===== src/rtl/cond_flag_unit.sv =====
// cond_flag_unit: NZCV flag register, ARMv4 condition check and enable gating.
// Optional macro COND_FLAG_PERF_CNT_EN adds saturating exec/skip counters.
//
// Ports:
//   clk, rst_n        clock, async active-low reset
//   instr_valid       real instruction this cycle (0 = bubble)
//   cond              condition field [31:28]
//   flag_write        [1] load N,Z  [0] load C,V
//   alu_flags         {N,Z,C,V} from the ALU
//   pcs_in, reg_write_in, mem_write_in, no_write_in  decoder requests
//   pc_src, reg_write, mem_write  gated enables
//   cond_ex           condition passed (vs. pre-update flags)
//   flags             registered {N,Z,C,V}
//   exec_count, skip_count  perf counters (0 when feature disabled)
module cond_flag_unit #(
    parameter int CNT_W = 16
) (
    input  logic             clk,
    input  logic             rst_n,
    input  logic             instr_valid,
    input  logic [3:0]       cond,
    input  logic [1:0]       flag_write,
    input  logic [3:0]       alu_flags,
    input  logic             pcs_in,
    input  logic             reg_write_in,
    input  logic             mem_write_in,
    input  logic             no_write_in,
    output logic             pc_src,
    output logic             reg_write,
    output logic             mem_write,
    output logic             cond_ex,
    output logic [3:0]       flags,
    output logic [CNT_W-1:0] exec_count,
    output logic [CNT_W-1:0] skip_count
);

    logic [3:0] flags_q;
    logic [3:0] flags_d;
    logic       n_f;
    logic       z_f;
    logic       c_f;
    logic       v_f;
    logic       go;

    assign n_f = flags_q[3];
    assign z_f = flags_q[2];
    assign c_f = flags_q[1];
    assign v_f = flags_q[0];

    always_comb begin
        cond_ex = 1'b0;
        unique case (cond)
            4'h0: cond_ex = z_f;
            4'h1: cond_ex = !z_f;
            4'h2: cond_ex = c_f;
            4'h3: cond_ex = !c_f;
            4'h4: cond_ex = n_f;
            4'h5: cond_ex = !n_f;
            4'h6: cond_ex = v_f;
            4'h7: cond_ex = !v_f;
            4'h8: cond_ex = c_f && !z_f;
            4'h9: cond_ex = !c_f || z_f;
            4'ha: cond_ex = (n_f == v_f);
            4'hb: cond_ex = (n_f != v_f);
            4'hc: cond_ex = !z_f && (n_f == v_f);
            4'hd: cond_ex = z_f || (n_f != v_f);
            4'he: cond_ex = 1'b1;
            4'hf: cond_ex = 1'b0;
            default: cond_ex = 1'b0;
        endcase
    end

    // A bubble forces every enable low whatever the decoder drives.
    assign go        = instr_valid & cond_ex;
    assign pc_src    = go & pcs_in;
    assign reg_write = go & reg_write_in & !no_write_in;
    assign mem_write = go & mem_write_in;

    always_comb begin
        flags_d = flags_q;
        if (go) begin
            if (flag_write[1]) flags_d[3:2] = alu_flags[3:2];
            if (flag_write[0]) flags_d[1:0] = alu_flags[1:0];
        end
    end

    always_ff @(posedge clk or negedge rst_n) begin
        if (!rst_n) flags_q <= 4'b0000;
        else        flags_q <= flags_d;
    end

    assign flags = flags_q;

`ifdef COND_FLAG_PERF_CNT_EN
    logic [CNT_W-1:0] exec_q;
    logic [CNT_W-1:0] exec_d;
    logic [CNT_W-1:0] skip_q;
    logic [CNT_W-1:0] skip_d;

    // Counters stick at all-ones instead of wrapping.
    always_comb begin
        exec_d = exec_q;
        skip_d = skip_q;
        if (instr_valid && cond_ex && !(&exec_q))
            exec_d = exec_q + 1'b1;
        if (instr_valid && !cond_ex && !(&skip_q))
            skip_d = skip_q + 1'b1;
    end

    always_ff @(posedge clk or negedge rst_n) begin
        if (!rst_n) begin
            exec_q <= '0;
            skip_q <= '0;
        end else begin
            exec_q <= exec_d;
            skip_q <= skip_d;
        end
    end

    assign exec_count = exec_q;
    assign skip_count = skip_q;
`else
    assign exec_count = '0;
    assign skip_count = '0;
`endif

endmodule


===== config.mk =====
export PLATFORM = sky130hd
export DESIGN_NAME = cond_flag_unit
export DESIGN_NICKNAME = d
export VERILOG_FILES = /design/src/rtl/cond_flag_unit.sv
export SDC_FILE = /design/constraint.sdc
export NUM_CORES = 1
export LEC_CHECK = 0
export BUFFER_PORTS_ARGS = -buffer_cell sky130_fd_sc_hd__buf_2
export CORE_MARGIN = 2
export CORE_UTILIZATION = 33
export CTS_CLUSTER_DIAMETER = 40
export DETAILED_ROUTE_END_ITERATION = 8
export PLACE_DENSITY_LB_ADDON = 0.1
export SYNTH_ARGS = -nofsm -noshare
export SYNTH_HDL_FRONTEND = slang
export SYNTH_SLANG_ARGS = --single-unit

===== constraint.sdc =====
create_clock -name clk -period 1.8 [get_ports clk]
set_input_delay 0 -clock clk [delete_from_list [all_inputs] [get_ports clk]]
set_output_delay 0 -clock clk [all_outputs]
set_load 0.01 [all_outputs]

==> results.cfg <==
[drt]
first_iter_violations = 7
routedWlPerCell_um = 10.05
dr.pass1.iters = 6
drc = 0
ant_nets = 0
routed_wl_um = 1588
vias = 674
viasPerCell = 4.266

[critical_path]
endpoint_kind = flip-flop
crit_chain = nor3b_4, o31a_1, a221o_1, nor4b_4, buf_4, nor3_4, mux2_4
slowest_delay_ps = 390
r2r_end = flags[0]
cp_data_arrival_time_ps = 2180
regToRegStartpoint = flags[1]
crit_cells = 7
rrSetupSlack_ps = -270
path_class = flip-flop to flip-flop
cp.required_ps = 1910
critPathLaunchType = flip-flop
crit_fanout = 3
slowest_stage = dfrtp_1
ff2ff_path_depth = 7
critPathTopFamily = compound AO/OA/AOI/OAI gates
path_buf_inv = 1

[power]
sw_frac_of_total_pct = 40.48
switching_power_uw = 444.6
ir_worst_vdd_v = 0.0007464
combPwrFrac_pct = 71.7
finalPower_uw = 1098
p_seq_share_pct = 18.7
cellPowerDensity_nw_per_um2 = 1150
power.internal_uw = 653.6
p_leak_uw = 0.0004948
p_clk_share_pct = 9.6

[yosys]
yosys.area.top_type = buf_4
async_flop_share_pct = 100.0
synthAdderAreaFrac_pct = 0
synth_edf_count = 0
ys_types = 34
synth-simple-area-share_pct = 24.52
yosysSeqAreaShare_pct = 13.91
synth_area_leaders = buf_4, dfrtp_1, nor4b_4, mux2_1, nand2_1
ys_seq_elements = 4
synth-xor-area-share_pct = 2.435
yosysTopAreaCellShare_pct = 34.43
synth.avg_cell_area_um2 = 7.906
synthMuxAreaShare_pct = 3.130
synth.cell_area_um2 = 719.4
synth_cells = 91
yosys_warnings = 0
synth_flop_cell = dfrtp_1
ys_top_cells_by_count = buf_4, nand2_1, nor2_1
synth_compound_area_share_pct = 17.04
synth.most_common_cell = buf_4
synth_top_family_by_area = buffers and inverters

[layout]
area_growth_pct = 32.70
fin_nets = 150
largest_reg_flops = 4
antenna_cells = 0
layout-drive-gt1-share_pct = 42.75
multi_input_area_um2 = 514.2
ff_latch_area_um2 = 101.3
nFillCells = 213
final_cells = 158

[grt]
grt_overflow = 0
grt_pass1_wl_um = 2346
grt_max_degree = 11
antenna_found_initial = 0
track_usage_pct = 11.67
grt_pass1_vias = 574

[timing]
hold_ws_ps = 6.663
finalSetupTns_ps = -1808
fmax_ghz = 0.4834
worst_slack_ps = -268.8
worst_clock_skew_ps = 0.3578
fin_crit_ps = 2069
period_share_pct = 114.9
hold_viol_final = 0
slew_viol_final = 0
rsz0062_at_grt = yes
setup_violations = 8

[clocking]
clk_pin_slew_worst_paths_ps = 30
cts_buffer_depth = 2
cts_tree = done
insertion_delay_ps = 230
cts_sinks = 4
htree_levels = 1
numCtsBuffers = 3
root_buffer = clkbuf_4

[min_path]
min_path_cells = 2
min_to = flags[1]
hold_path.class = input port to flip-flop
hp-start = alu_flags[1]

[placed_design]
io_buffers = 24
dp_hpwl_um = 1195
gp_congestion = 0.7688
place_inst = 147

[floorplan]
die_y_um = 50.69
die_w_um = 50.69
dieArea_um2 = 2569
initial_core_util_pct = 35.94
coreArea_um2 = 2002
std_cell_rows = 16
io_pins = 57

[flow_run]
drv_cap = 0

[status]
status = complete, but fails checks
violations = setup timing
-- area by class of cell --
type,instances,area share (%)
Sequential cell,4,10.62
Inverter,2,0.7864
Tap cell,27,3.539
Timing Repair Buffer,42,28.83
Multi-Input combinational cell,80,53.87
Clock buffer,3,2.359
-- how the worst max path moves through the flow --
stage                        start   endpoint  slack (ps)
after floorplan           flags[1]   flags[3]        -280
after global placement    flags[1]   flags[0]        -160
after detailed placement  flags[1]   flags[0]        -160
after CTS                 flags[1]  mem_write        -310
after global routing      flags[1]  mem_write        -370
final                     flags[1]   flags[0]        -270
-- per-stage QoR --
stage	util (%)	cell area, um^2	setup WS, ps
3_5_place_dp	39.75	795.8	-163.8
4_1_cts	43.94	879.6	-307.3
3_3_place_gp	39.75	795.8	-156.0
6_report	47.69	954.7	-268.8
2_1_floorplan	-	835.8	-280.0
5_1_grt	47.69	954.7	-369.1
-- layer usage --
metal,up-vias,track usage [%],routed length (um)
li1,337,-,-
met1,301,14.95,647
met2,36,19.30,817
met3,0,2.381,123
met4,0,4.054,0
met5,-,0,0
-- what timing repair did --
item / CTS / global route
buffers inserted: 3 / 4
resized for setup: 7 / 10
setup endpoints to repair: 8 / 8
hold endpoints to repair: 4 / 0
hold buffers: 1 / 0
pin swaps: 12 / 6
gates cloned: 0 / 0
-- layout by cell type, fill, tap and decap left out, types with 2 or more instances in the layout --
master | synthesis | layout
dfrtp_1 | 4 | 3
conb_1 | 1 | 32
or2_1 | 2 | 2
nand3b_1 | 2 | 2
and3_1 | 2 | 2
mux2_4 | 0 | 2
o31a_1 | 2 | 2
clkbuf_4 | 0 | 3
nor2_1 | 5 | 4
nand3_1 | 2 | 2
buf_2 | 2 | 23
nor2b_1 | 3 | 2
buf_4 | 33 | 14
buf_6 | 1 | 4
inv_1 | 2 | 2
nand2_1 | 6 | 6
-- power by group through the flow --
| stage | Clock, uW | Combinational, uW | Sequential, uW |
|---|---|---|---|
| 6_report | 105 | 788 | 205 |
| 5_1_grt | 121 | 858 | 214 |
| 4_1_cts | 110 | 669 | 202 |
| 3_5_place_dp | 0 | 563 | 194 |
| 3_3_place_gp | 0 | 561 | 199 |
| 2_1_floorplan | 0 | 375 | 205 |
-- worst reg2reg max path: stages (launching register included) --
cell and delay, ps:
dfrtp_1 390, nor3b_4 160, o31a_1 230, a221o_1 350, nor4b_4 300, buf_4 180
nor3_4 50, mux2_4 290
-- logic make-up after synthesis --
group                     count (synthesis)
xor gates and xnor gates                  2
DFF                                       4
other                                     1
buffers and inverters                    38
and+or+nand+nor                          29
AOI/OAI and AO/OA                        15
muxes                                     2
Power figures use the tool's default switching activity.
